<file path="config.mk">
export PLATFORM = sky130hd
export DESIGN_NAME = apb_ram_arbiter
export DESIGN_NICKNAME = d
export VERILOG_FILES = /design/src/rtl/apb_ram_arbiter.sv
export SDC_FILE = /design/constraint.sdc
export NUM_CORES = 1
export LEC_CHECK = 0
export ABC_AREA = 1
export BUFFER_PORTS_ARGS = -buffer_cell sky130_fd_sc_hd__buf_2
export CORE_MARGIN = 5
export CORE_UTILIZATION = 47
export CTS_CLUSTER_SIZE = 10
export DETAILED_ROUTE_END_ITERATION = 12
export PLACE_DENSITY = 0.8
export SYNTH_ARGS = -nofsm -noshare
export SYNTH_HDL_FRONTEND = slang
export SYNTH_SLANG_ARGS = --single-unit
</file>
<file path="constraint.sdc">
create_clock -name pclk -period 1.9 [get_ports pclk]
set_clock_uncertainty 0.1 [all_clocks]
set_input_delay 0.095 -clock pclk [delete_from_list [all_inputs] [get_ports pclk]]
set_output_delay 0.095 -clock pclk [all_outputs]
set_load 0.01 [all_outputs]
</file>
<file path="src/rtl/apb_ram_arbiter.sv">
// apb_ram_arbiter: shares one APB RAM slave between two valid/ready requesters.
// Arbitration is round-robin. Each command runs as an APB SETUP/ACCESS transfer.
// Completion returns read data, or a timeout error when pready never arrives.
module apb_ram_arbiter #(
    parameter logic [7:0] TIMEOUT = 8'd16
) (
    input  logic        pclk,
    input  logic        preset,
    input  logic        r0_valid,
    input  logic        r0_write,
    input  logic [15:0] r0_addr,
    input  logic [15:0] r0_wdata,
    output logic        r0_ready,
    output logic        r0_rsp_valid,
    input  logic        r1_valid,
    input  logic        r1_write,
    input  logic [15:0] r1_addr,
    input  logic [15:0] r1_wdata,
    output logic        r1_ready,
    output logic        r1_rsp_valid,
    output logic [15:0] rsp_rdata,
    output logic        rsp_err,
    output logic        psel,
    output logic        penable,
    output logic        pwrite,
    output logic [15:0] paddr,
    output logic [15:0] pwdata,
    input  logic [15:0] prdata,
    input  logic        pready,
    output logic        busy
);

    typedef enum logic [1:0] {
        ST_IDLE   = 2'd0,
        ST_SETUP  = 2'd1,
        ST_ACCESS = 2'd2
    } state_t;

    state_t      state_q, state_d;
    logic        last_grant_q, last_grant_d;
    logic        grant_q, grant_d;
    logic        psel_q, psel_d;
    logic        penable_q, penable_d;
    logic        pwrite_q, pwrite_d;
    logic [15:0] paddr_q, paddr_d;
    logic [15:0] pwdata_q, pwdata_d;
    logic [15:0] rsp_rdata_q, rsp_rdata_d;
    logic        rsp_err_q, rsp_err_d;
    logic        rsp0_q, rsp0_d;
    logic        rsp1_q, rsp1_d;
    logic [7:0]  wait_cnt_q, wait_cnt_d;

    logic        win_s;
    logic        accept_s;

    // Round-robin winner selection and accept qualification (only in IDLE, never in reset)
    always_comb begin
        if (r0_valid && r1_valid) begin
            win_s = ~last_grant_q;
        end else if (r1_valid) begin
            win_s = 1'b1;
        end else begin
            win_s = 1'b0;
        end
        accept_s = (state_q == ST_IDLE) && (r0_valid || r1_valid) && !preset;
    end

    assign r0_ready     = accept_s & ~win_s;
    assign r1_ready     = accept_s & win_s;
    assign r0_rsp_valid = rsp0_q;
    assign r1_rsp_valid = rsp1_q;
    assign rsp_rdata    = rsp_rdata_q;
    assign rsp_err      = rsp_err_q;
    assign psel         = psel_q;
    assign penable      = penable_q;
    assign pwrite       = pwrite_q;
    assign paddr        = paddr_q;
    assign pwdata       = pwdata_q;
    assign busy         = psel_q;

    // Next-state logic for the transfer FSM, APB controls and response registers
    always_comb begin
        state_d      = state_q;
        last_grant_d = last_grant_q;
        grant_d      = grant_q;
        psel_d       = psel_q;
        penable_d    = penable_q;
        pwrite_d     = pwrite_q;
        paddr_d      = paddr_q;
        pwdata_d     = pwdata_q;
        rsp_rdata_d  = rsp_rdata_q;
        rsp_err_d    = rsp_err_q;
        wait_cnt_d   = wait_cnt_q;
        rsp0_d       = 1'b0;
        rsp1_d       = 1'b0;
        case (state_q)
            ST_IDLE: begin
                if (accept_s) begin
                    state_d      = ST_SETUP;
                    grant_d      = win_s;
                    last_grant_d = win_s;
                    pwrite_d     = win_s ? r1_write : r0_write;
                    paddr_d      = win_s ? r1_addr  : r0_addr;
                    pwdata_d     = win_s ? r1_wdata : r0_wdata;
                    wait_cnt_d   = 8'd0;
                    psel_d       = 1'b1;
                    penable_d    = 1'b0;
                end else begin
                    psel_d    = 1'b0;
                    penable_d = 1'b0;
                end
            end
            ST_SETUP: begin
                state_d   = ST_ACCESS;
                psel_d    = 1'b1;
                penable_d = 1'b1;
            end
            ST_ACCESS: begin
                wait_cnt_d = wait_cnt_q + 8'd1;
                if (pready) begin
                    state_d   = ST_IDLE;
                    psel_d    = 1'b0;
                    penable_d = 1'b0;
                    rsp0_d    = ~grant_q;
                    rsp1_d    = grant_q;
                    rsp_err_d = 1'b0;
                    if (!pwrite_q) begin
                        rsp_rdata_d = prdata;
                    end else begin
                        rsp_rdata_d = rsp_rdata_q;
                    end
                end else if (wait_cnt_q == (TIMEOUT - 8'd1)) begin
                    // Slave never answered: abort and report the error, data untouched
                    state_d   = ST_IDLE;
                    psel_d    = 1'b0;
                    penable_d = 1'b0;
                    rsp0_d    = ~grant_q;
                    rsp1_d    = grant_q;
                    rsp_err_d = 1'b1;
                end else begin
                    psel_d    = 1'b1;
                    penable_d = 1'b1;
                end
            end
            default: begin
                state_d   = ST_IDLE;
                psel_d    = 1'b0;
                penable_d = 1'b0;
            end
        endcase
    end

    // State and output registers with synchronous active-high reset
    always_ff @(posedge pclk) begin
        if (preset) begin
            state_q      <= ST_IDLE;
            last_grant_q <= 1'b1;
            grant_q      <= 1'b0;
            psel_q       <= 1'b0;
            penable_q    <= 1'b0;
            pwrite_q     <= 1'b0;
            paddr_q      <= 16'h0000;
            pwdata_q     <= 16'h0000;
            rsp_rdata_q  <= 16'h0000;
            rsp_err_q    <= 1'b0;
            rsp0_q       <= 1'b0;
            rsp1_q       <= 1'b0;
            wait_cnt_q   <= 8'd0;
        end else begin
            state_q      <= state_d;
            last_grant_q <= last_grant_d;
            grant_q      <= grant_d;
            psel_q       <= psel_d;
            penable_q    <= penable_d;
            pwrite_q     <= pwrite_d;
            paddr_q      <= paddr_d;
            pwdata_q     <= pwdata_d;
            rsp_rdata_q  <= rsp_rdata_d;
            rsp_err_q    <= rsp_err_d;
            rsp0_q       <= rsp0_d;
            rsp1_q       <= rsp1_d;
            wait_cnt_q   <= wait_cnt_d;
        end
    end

endmodule

</file>
## After elaboration in Yosys (flattened, before gate mapping)

Index checks and enable logic that the tools add are counted.

| word-level totals | value |
|---|---|
| bits in registers | 66 |
| bits of input ports | 87 |

| cells by class | value |
|---|---|
| bitwise logic cells | 7 |
| reductions and logical operators | 14 |
| equal/unequal tests | 5 |
| muxes and demuxes | 22 |
| add/subtract/negate cells | 1 |

Operators by type and width:

| cell | count |
|---|---|
| $mux 16 | 2 |
| $pmux 8 s2 | 1 |
| $mux 1 | 12 |
| $add 8x1->8 const B | 1 |
| $eq 8x4->1 const B | 1 |
| $mux 8 | 1 |
| $reduce_and 2->1 | 4 |
| $mux 2 | 3 |
| $pmux 2 s3 | 1 |
| $not 1->1 | 5 |
| $reduce_bool 2->1 | 2 |
| $logic_and 1x1->1 | 3 |
| $ne 3x3->1 const B | 1 |
| $pmux 1 s3 | 1 |
| $reduce_and 3->1 | 1 |
| $and 1x1->1 | 2 |
| $eq 2x1->1 const B | 1 |
| $eq 2x2->1 const B | 1 |
| $logic_not 2->1 | 1 |
| $ne 2x2->1 const B | 1 |
| $pmux 1 s2 | 1 |
| $reduce_or 2->1 | 1 |
| $logic_not 1->1 | 1 |
| $logic_or 1x1->1 | 1 |

## Logic depth before layout (Yosys ltp)

Gate-level depths: netlist of the first run.

| logic depth | value |
|---|---|
| depth after elaboration | 5 |
| gate-level depth with buffers | 11 |
| depth with buffers taken out | 10 |

## Least setup slack after synthesis of the first run

No wires, ideal clock.

| path | value |
|---|---|
| kind | register to output |
| start point | reg state_q[0] |
| end point | out r1_ready |
| cell stages (with the launch flop) | 9 |
| buffers on the path | 2 |
| setup slack | 0.356 ns |
| arrival time | 1.349 ns |
| required time | 1.705 ns |
| cells stage by stage | dfxtp_1 inv_1 ha_1 inv_1 nor2_4 nand2_4 buf_12 buf_6 nor2_1 |

| on the way | value |
|---|---|
| longest elaborated chain between the ends | 4 |

Ends and longest elaborated chain:

| item | RTL line | text |
|---|---|---|
| from (decl) | 39 | `state_t state_q, state_d;` |
| from (signal assigned) | 170 | `state_q <= state_d;` |
| $logic_not 2->1 | 65 | `accept_s = (state_q == ST_IDLE) && (r0_valid \|\| r1_valid) && !preset;` |
| $logic_and 1x1->1 (2 in series) | 65 |  |
| $and 1x1->1 | 69 | `assign r1_ready = accept_s & win_s;` |
| to (decl) | 19 | `output logic r1_ready,` |

Every way passes these cells.

## Worst setup path in the final report of the first run

Ends and elaborated chain as after synthesis.

==> metrics.md, run 1 <==
| Metric | Value |
|---|---|
| Slew HR | `0.763` |
| DRT iter0 DRCs | `124` |
| Switch share | `0.348` |
| R2r setup slk | `0.24 ns` |
| Number of buffers added on ports | `approximately 140` |
| Critical path startpoint | `state_q[0]` |
| Final setup margin | `0.110 ns` |
| H-tree levels | `3` |
| Nets | `714` |
| Clk buf depth | `2` |
| Slew @ Worst Pin | `roughly 0.36 ns` |
| Routed length per instance | `13.1 um` |
| Tmin final | `between 1.5 and 2 ns` |
| Die height | `91.6 um` |
| Min-delay src | `r0_wdata[15]` |
| RSZ-0062 raised after global routing | `false` |
| Final Power | `4.51 mW` |
| Flop pwr share | `0.383` |
| P_leak | `2.29 nW` |
| Synth area leaders | `dfxtp_1 42%, nand2_1 20%, nand3_1 6.6%` |
| Distinct cells, synth | `28` |
| EDFF count, synth | `0` |
| Arrival time at the worst endpoint | `1.59 ns` |
| Placed cell areas | `roughly 3800 sq um` |
| Vias in the first global route | `roughly 3,300` |
| Largest net degree at the start of global routing | `37` |
| Status | `finished clean` |
| Die area | `8400 sq um` |
| GPL Wtd Cong | `0.879` |
| CTS tree | `yes` |
| Via count | `3,434` |
| Worst Path Required | `between 1.5 and 2 ns` |
| Area grow syn2layout | `39.8%` |
| Reg clk slew, reported paths | `~0.060 ns` |
| Synth Register Bits | `66` |
| GR Util All Layers | `0.218` |
| Post-Synthesis Cells | `450` |
| Final hold viol count | `0` |
| GR Util met2 | `0.371` |
| Top cell type's share of synthesized area | `0.422` |
| Crit end category | `primary output` |
| Clk root buf | `clkbuf_8` |
| Post-Route WL | `9160 um` |
| Crit path launch type | `flop` |
| Post-DP HPWL | `6390 um` |
| Num CTS Buffers | `9` |
| Peak Freq | `559 MHz` |
| Setup TNS after final layout | `0 ns` |
| WHS | `0.0103 ns` |
| Cell taking the most area after synthesis | `dfxtp_1` |
| Max_cap viols | `0` |
| Antenna violations before repair | `0` |
| Combinational share of power | `0.353` |
| Clock Latency Late Sink | `about 0.34 ns` |
| Top cells by count, synth | `164 x nand2_1, 66 x dfxtp_1, 47 x nor2_1` |
| Top-Level Pins | `144` |
| Util after Layout | `0.682` |
| Share of post-route cells with drive strength above 1 | `0.300` |
| Tcrit/Tclk final | `0.942` |
| Die Width | `91.6 um` |
| Post-Layout Inst Area | `~4400 sq um` |
| Internal power | `2.94 mW` |
| P_sw | `~1.6 mW` |
| Pre-CTS WS | `between 0.1 and 0.15 ns` |
| Worst hold path class | `in -> reg` |
| Critical Path Fanout Max | `32` |
| Met1 usage | `0.254` |
| DR pass1 iterations | `5` |
| Grt met3 use | `0.0679` |
| Syn avg cell area | `6.96 sq um` |
| Clk pwr share | `0.264` |
| Maximum vdd drop | `0.000594 V` |
| Busiest grt layer | `met2` |
| P per Cell Area | `1030 nW/um^2` |
| Reg2reg start | `wait_cnt_q[0]` |
| Ys Warns | `0` |
| Sequential fraction of the synthesis area | `0.422` |
| DRC errors left | `0` |
| Placed Cells | `between 600 and 700` |
| Async set or reset register ratio after synthesis | `0` |
| Syn nets | `roughly 540` |
| Top-count cell post-synth | `nand2_1` |
| Critical path class | `reg -> out` |
| Core area | `6420 sq um` |
| Std-Cell Rows | `29` |
| Most used DFF post-synth | `dfxtp_1` |
| Clock Sinks | `66` |
| Cell Area, Synth | `3130 sq um` |
| Post-route non-filler standard cell count | `701` |
| Post-DR vias/cell | `approximately 4.9` |
| ANT cells | `0` |
| Post-DRT Antenna Nets | `0` |
| Grt total ovfl | `0` |
| Initial Utilization | `0.488` |
| Slew Limit Fails | `0` |
| First-pass GRT wire length | `15,000 um` |
| # setup viols final | `0` |
critical path: stages, from the launching register on:
cell and delay (ns):
dfxtp_2 0.40, inv_4 0.06, ha_4 0.17, inv_1 0.10, nor2_4 0.05, nand2_4 0.09
buf_12 0.19, nor2_1 0.05, buf_2 0.15
final timing paths:
| path | endpoint | cells after the start |
|---|---|---|
| setup reg to reg | busy | 8 |
| hold / removal | pwdata[15] | 5 |
| setup / recovery | r1_ready | 8 |
| hold reg to reg | r0_rsp_valid | 1 |
cells in the final DEF, fill, tap and decap left out, types with 2 or more instances in the layout:
master,instances
nor2_4,3
buf_2,143
dlygate4sd3_1,29
dfxtp_2,2
ha_1,6
buf_4,12
nor2_1,47
clkbuf_8,12
inv_2,3
nand2_4,3
dfxtp_1,64
o21ai_0,21
inv_1,20
nand2_1,164
a21oi_1,37
nand3_1,41
flip-flops by register name, indices dropped and copies added (netlist names), 2 cells and up:
signal / flops
paddr: 16
pwdata: 16
rsp_rdata: 16
wait_cnt_q: 8
state_q: 2
power groups by stage:
stage | sequential (mW) | combinational, mW | clock, mW
6_report | 1.73 | 1.59 | 1.19
5_1_grt | 1.75 | 1.80 | 1.29
4_1_cts | 1.72 | 1.56 | 1.22
3_5_place_dp | 1.74 | 1.44 | 0
3_3_place_gp | 1.73 | 1.41 | 0
2_1_floorplan | 1.80 | 0.975 | 0
cells by family after synthesis:
| group | count (synthesis) | share of synthesized area |
|---|---|---|
| XOR/XNOR | 1 | 0.00280 |
| AND/OR/NAND/NOR | 261 | 0.346 |
| buffers and inverters | 51 | 0.0911 |
| AO/OA/AOI/OAI | 64 | 0.110 |
| flip-flops | 66 | 0.422 |
| adder cells (fa/ha/maj) | 7 | 0.0280 |
per-layer routing:
| metal | wire (um) | part of all wire |
|---|---|---|
| met3 | 828 | 0.090 |
| met4 | 231 | 0.025 |
| met1 | 3750 | 0.41 |
| met5 | 0 | 0 |
| met2 | 4350 | 0.48 |
final cells by class:
| class | count | area [sq um] |
|---|---|---|
| Sequential cell | 66 | 1320 |
| Clock buffer | 13 | 169 |
| Timing Repair Buffer | 185 | 1120 |
| Inverter | 25 | 101 |
| Tap cell | 77 | 96.3 |
| Fill cell | 571 | 2040 |
| Multi-Input combinational cell | 333 | 1540 |
| Clock inverter | 2 | 35.0 |
what timing repair did:
item / in CTS / in global routing
hold buffers: 29 / 0
endpoints found under the hold margin: 29 / 0
endpoints found under the setup margin: 2 / 2
buffers inserted: 0 / 3
pin swaps: 0 / 1
gates resized for setup: 9 / 3
(Power assumes the default switching activity.)
==> run 2: changes to the inputs <==
clock period = 1.96 ns   (was 1.9 ns; I/O delays follow)
==> run 2 against run 1 <==
  * Hold slack improved by 0.011 ns
  * Non-clock buffer count fell by 7
  * Die area did not move
  * Utilization fell by 0.94 points
  * Largest power group unchanged
==> metrics.md, run 2 (synthesis gave the netlist of run 1 again) <==
| Metric | Value |
|---|---|
| Area grow syn2layout | `37.9%` |
| Metal-1 WL | `around 3600 um` |
| Maximum vdd drop | `0.000669 V` |
| P_leak | `~2.3 nW` |
| Worst reg-to-reg path cell count | `10` |
| Routed length per instance | `13.0 um` |
| GPL Wtd Cong | `0.828` |
| Filler cell count | `559` |
| Num CTS Buffers | `9` |
| Post-Route WL | `9050 um` |
| Routed wl met2 | `between 4000 and 5000 um` |
| Number of buffers added on ports | `143` |
| P_sw | `about 1.6 mW` |
| Peak Freq | `547 MHz` |
| Post-DR vias/cell | `4.91` |
| Hold Path End | `pwdata[3]` |
| Status | `finished clean` |
| Slew @ Worst Pin | `0.424 ns` |
| Max Used Layer | `met4` |
| Min-delay src | `r0_wdata[3]` |
| R2r setup slk | `0.24 ns` |
| Reg2Reg Capture Point | `wait_cnt_q[7]` |
| Die Width | `91.6 um` |
| Clk pwr share | `0.263` |
| CTS tree | `yes` |
| Post-route non-filler standard cell count | `695` |
| Crit end category | `primary output` |
| Vias in the first global route | `between 3,000 and 4,000` |
| Post-Layout Inst Area | `4320 sq um` |
| P per Cell Area | `1000 nW/um^2` |
| Met3 wire len | `886 um` |
| Core area | `6420 sq um` |
| Die height | `about 92 um` |
| Clk root buf | `clkbuf_8` |
| Critical path class | `reg -> out` |
| Slew Limit Fails | `0` |
| Critical path startpoint | `state_q[0]` |
| ANT cells | `0` |
| Share of post-route cells with drive strength above 1 | `0.299` |
| Internal power | `between 2 and 3 mW` |
| Top-Level Pins | `144` |
| Placed Cells | `651` |
| Tcrit/Tclk final | `0.933` |
| Clk buf depth | `2` |
| Hold path depth | `5` |
| Tmin final | `1.83 ns` |
| Initial Utilization | `0.488` |
| Multi-input logic area | `1540 sq um` |
| Die area | `8400 sq um` |
| H-tree levels | `3` |
| DRT iter0 DRCs | `162` |
| DRC errors left | `0` |
| Final hold viol count | `0` |
| Nets | `707` |
| Setup TNS after final layout | `0 ns` |
| Clock Sinks | `between 60 and 70` |
| Via count | `3,412` |
| RSZ-0062 raised after global routing | `false` |
| Clock Latency Late Sink | `0.33 ns` |
| Placed cell areas | `3820 sq um` |
| Post-DRT Antenna Nets | `0` |
| Post-DP HPWL | `6370 um` |
| Slew HR | `0.717` |
| Reg clk slew, reported paths | `0.07 ns` |
| Switch share | `0.360` |
| FF+latch area | `1320 sq um` |
| DR pass1 iterations | `4` |
| Largest net degree at the start of global routing | `37` |
| First-pass GRT wire length | `14,900 um` |
| Grt total ovfl | `0` |
| Worst Path Required | `about 1.8 ns` |
| Max_cap viols | `0` |
| GR Util All Layers | `0.215` |
| Reg2reg start | `state_q[0]` |
| Commonest non-fill, non-tap cell in the layout | `nand2_1` |
| Crit path launch type | `flop` |
| Arrival time at the worst endpoint | `1.63 ns` |
| Flop pwr share | `0.386` |
| Critical Path Fanout Max | `14` |
| Std-Cell Rows | `29` |
| Commonest cells after routing, fill and taps aside | `164 x nand2_1, 143 x buf_2, 64 x dfxtp_1, 47 x nor2_1, 41 x nand3_1` |
| Combinational share of power | `0.351` |
| Antenna violations before repair | `0` |
| Worst hold path class | `in -> reg` |
| # setup viols final | `0` |
[run 2: cell types whose count changed in the layout (fill, tap and decap cells not counted), sizes merged]
cell	change
clkbuf	-3
clkinvlp	+3
dlygate4sd3	-3
buf	-4
clkinv	+1
[run 2: worst max-delay path: stages, from the launching register on]
cell     delay, ns
dfxtp_2       0.35
inv_2         0.10
ha_4          0.16
inv_1         0.08
nor2_4        0.14
nand2_4       0.09
buf_8         0.17
nor2_1        0.07
buf_2         0.14
[run 2: timing repair]
item                                    4_1_cts  5_1_grt
resized for setup                             4        4
hold endpoints to repair                     26        0
hold buffers                                 26        0
setup buffers                                 2        0
endpoints found under the setup margin        2        2
[run 2: power by group through the flow]
stage                     Sequential, mW  Clock (mW)  Combinational, mW
after floorplan                     1.75           0              0.945
after global placement              1.68           0               1.37
after detailed placement            1.69           0               1.40
after CTS                           1.66        1.17               1.48
after global routing                1.69        1.24               1.71
final                               1.67        1.14               1.52
[run 2: stage by stage]
step	util	total power [mW]	hold WS, ns	worst slack (ns)
floorplan	-	2.69	0.133	0.413
global placement	0.594	3.05	0.218	0.317
detailed placement	0.594	3.09	0.225	0.205
CTS	0.671	4.32	0.00203	0.0198
global route	0.673	4.63	0.00860	0.0229
finish	0.673	4.32	0.0208	0.132
[run 2: routing by layer]
metal  track usage  vias up
met5             0        -
met2         0.366      145
met4        0.0867        0
li1              -     1744
met3        0.0802       25
met1         0.244     1498
[run 2: area by class of cell]
type	instances	share of cell area
sequential	66	0.306
tap	77	0.0223
multi-input combinational	333	0.356
clock inverter	6	0.0154
clock buffer	10	0.0319
timing repair buffer	178	0.246
inverter	25	0.0217
[run 2: how the worst max path moves through the flow]
stage                               end
after floorplan                r1_ready
after global placement    wait_cnt_q[7]
after detailed placement      pwdata[1]
after CTS                      r1_ready
after global routing           r1_ready
final                          r1_ready
==> run 3: changes to the inputs <==
CORE_UTILIZATION = 35   (was 47)
CTS_CLUSTER_DIAMETER = 40   (was unset)
PLACE_DENSITY = unset   (was 0.8)
==> run 3 against run 2 <==
  * Power decreased by 5.5%
  * Hold slack worse by 0.0058 ns
  * Critical path depth is the same
  * Die area is 30% higher
  * Global-route usage decreased by 5.4 points
  * Clock-buffer cell count is 2 higher
  * Non-clock buffer count shrank 10
  * Worst setup slack lost 0.0063 ns
  * Fmax is 0.34% lower
  * Register-to-register slack better by 0.07 ns
  * First-iteration DRC count increased by 9.3%
  * Sequential share of layout area is 0.74 points higher
==> metrics.md, run 3 (synthesis gave the netlist of run 1 again) <==
| Metric | Value |
|---|---|
| Hold Path End | `paddr[14]` |
| Initial Utilization | `0.359` |
| Post-CTS setup buffer count | `0` |
| Slowest stage delay, CP | `0.35 ns` |
| Peak Freq | `545 MHz` |
| Clk root buf | `clkbuf_8` |
| DR pass1 iterations | `4` |
| Top-Level Pins | `144` |
| Placed cell areas | `3860 sq um` |
| Reg clk slew, reported paths | `0.07 ns` |
| Tmin final | `between 1.5 and 2 ns` |
| Worst path cell trace | `inv_2 -> ha_4 -> inv_1 -> nor2_4 -> nand2_4 -> buf_6 -> nor2_1 -> buf_2` |
| CP max stage cell | `dfxtp_2` |
| Num CTS Buffers | `9` |
| Slew @ Worst Pin | `slightly above 0.4 ns` |
| Die height | `105 um` |
| Worst Path Required | `1.76 ns` |
| Crit path buf inv count | `4` |
| Clk pwr share | `0.227` |
| # setup viols final | `0` |
| Std-Cell Rows | `34` |
| Number of buffers added on ports | `~140` |
| Post-Layout Inst Area | `~4200 sq um` |
| ANT cells | `0` |
| Critical path class | `reg -> out` |
| Vias in the first global route | `3,245` |
| Routed length per instance | `between 10 and 15 um` |
| Post-DRT Antenna Nets | `0` |
| CTS tree | `yes` |
| Tcrit/Tclk final | `0.936` |
| Die Width | `between 100 and 150 um` |
| Clock Sinks | `66` |
| Die area | `10,900 sq um` |
| Antenna violations before repair | `0` |
| Clk buf depth | `2` |
| Worst reg-to-reg path cell count | `8` |
| Crit end category | `primary output` |
| Reg2reg start | `state_q[0]` |
| Slew Limit Fails | `0` |
| R2r setup slk | `0.31 ns` |
| Max_cap viols | `0` |
| Switch share | `0.369` |
| Setup TNS after final layout | `0 ns` |
| Status | `finished clean` |
| Core area | `8720 sq um` |
| Min-delay src | `r0_addr[14]` |
| Share of post-route cells with drive strength above 1 | `0.297` |
| Maximum vdd drop | `roughly 0.00046 V` |
| Hold path depth | `5` |
| Combinational share of power | `0.364` |
| DRT iter0 DRCs | `177` |
| Clock Latency Late Sink | `about 0.32 ns` |
| Critical Path Fanout Max | `9` |
| GPL Wtd Cong | `0.774` |
| GR Util All Layers | `0.161` |
| Final hold viol count | `0` |
| DRC errors left | `0` |
| P_sw | `1.51 mW` |
| Util after Layout | `0.484` |
| Commonest non-fill, non-tap cell in the layout | `nand2_1` |
| Critical path's top delay family | `buffers and inverters` |
| Worst hold path class | `in -> reg` |
| Arrival time at the worst endpoint | `1.64 ns` |
| P per Cell Area | `968 nW/um^2` |
| Area grow syn2layout | `34.7%` |
| Post-DR vias/cell | `4.67` |
| Post-route non-filler standard cell count | `715` |
| Post-DP HPWL | `roughly 6600 um` |
| Flop pwr share | `0.408` |
| Reg2Reg Capture Point | `pwdata[8]` |
| Post-Route WL | `9070 um` |
| Commonest cells after routing, fill and taps aside | `164 x nand2_1, 143 x buf_2, 64 x dfxtp_1, 47 x nor2_1, 41 x nand3_1` |
| H-tree levels | `3` |
| Largest net degree at the start of global routing | `37` |
| First-pass GRT wire length | `15,000 um` |
| Grt total ovfl | `0` |
| Crit path launch type | `flop` |
| Internal power | `approximately 2.6 mW` |
| Nets | `697` |
| P_leak | `2.19 nW` |
| Critical path startpoint | `state_q[0]` |
| Via count | `3,338` |
| Slew HR | `0.730` |
| Placed Cells | `683` |
| RSZ-0062 raised after global routing | `false` |
run 3: changes by cell type in the layout (fill, tap and decap cells not counted), sizes merged:
cell	delta
buf	-1
clkinv	+1
dlygate4sd3	-9
clkinvlp	-2
bufinv	-1
clkbuf	+2
inv	-1
run 3: final cells by class:
type	instances	area, sq um
clock buffer	12	135
inverter	25	106
fill	891	4500
timing repair buffer	168	962
sequential	66	1320
clock inverter	3	17.5
multi-input combinational	333	1540
tap	108	135
run 3: how the worst max path moves through the flow:
| stage | cells past startpoint | end | slack, ns |
|---|---|---|---|
| after floorplan | 8 | r1_ready | 0.41 |
| after global placement | 9 | paddr[10] | 0.26 |
| after detailed placement | 9 | pwdata[8] | 0.17 |
| after CTS | 8 | r1_ready | 0.02 |
| after global routing | 8 | r1_ready | 0.01 |
| final | 8 | r1_ready | 0.13 |
run 3: metrics by stage:
| stage | power [mW] | hold WS [ns] | setup slack [ns] |
|---|---|---|---|
| final | 4.08 | 0.0150 | 0.126 |
| after CTS | 4.09 | 0.00118 | 0.0174 |
| after detailed placement | 3.10 | 0.227 | 0.166 |
| after global routing | 4.40 | 0.0138 | 0.0145 |
| after global placement | 3.08 | 0.220 | 0.263 |
| after floorplan | 2.69 | 0.133 | 0.413 |
run 3: what timing repair did:
item / CTS / global route
endpoints found under the setup margin: 2 / 2
endpoints found under the hold margin: 17 / 0
pin swaps: 0 / 0
resized for setup: 5 / 6
hold buffers: 17 / 0
run 3: power by group through the flow:
stage | logic [mW] | registers (mW) | clock network (mW)
after global placement | 1.41 | 1.68 | 0
after detailed placement | 1.42 | 1.69 | 0
after global routing | 1.68 | 1.70 | 1.02
after floorplan | 0.945 | 1.75 | 0
after CTS | 1.46 | 1.66 | 0.963
final | 1.49 | 1.67 | 0.928
run 3: per-layer routing:
metal | track usage | wire, um
met3 | 0.0512 | 785
met2 | 0.264 | 4070
met1 | 0.206 | 4090
met5 | 0 | 0
met4 | 0.0420 | 126
run 3: worst min-delay path, cell delays in order:
cell and delay [ns]:
buf_2 0.10, nand2_1 0.05, nand2_1 0.04, nand2_1 0.05, a21oi_1 0.05
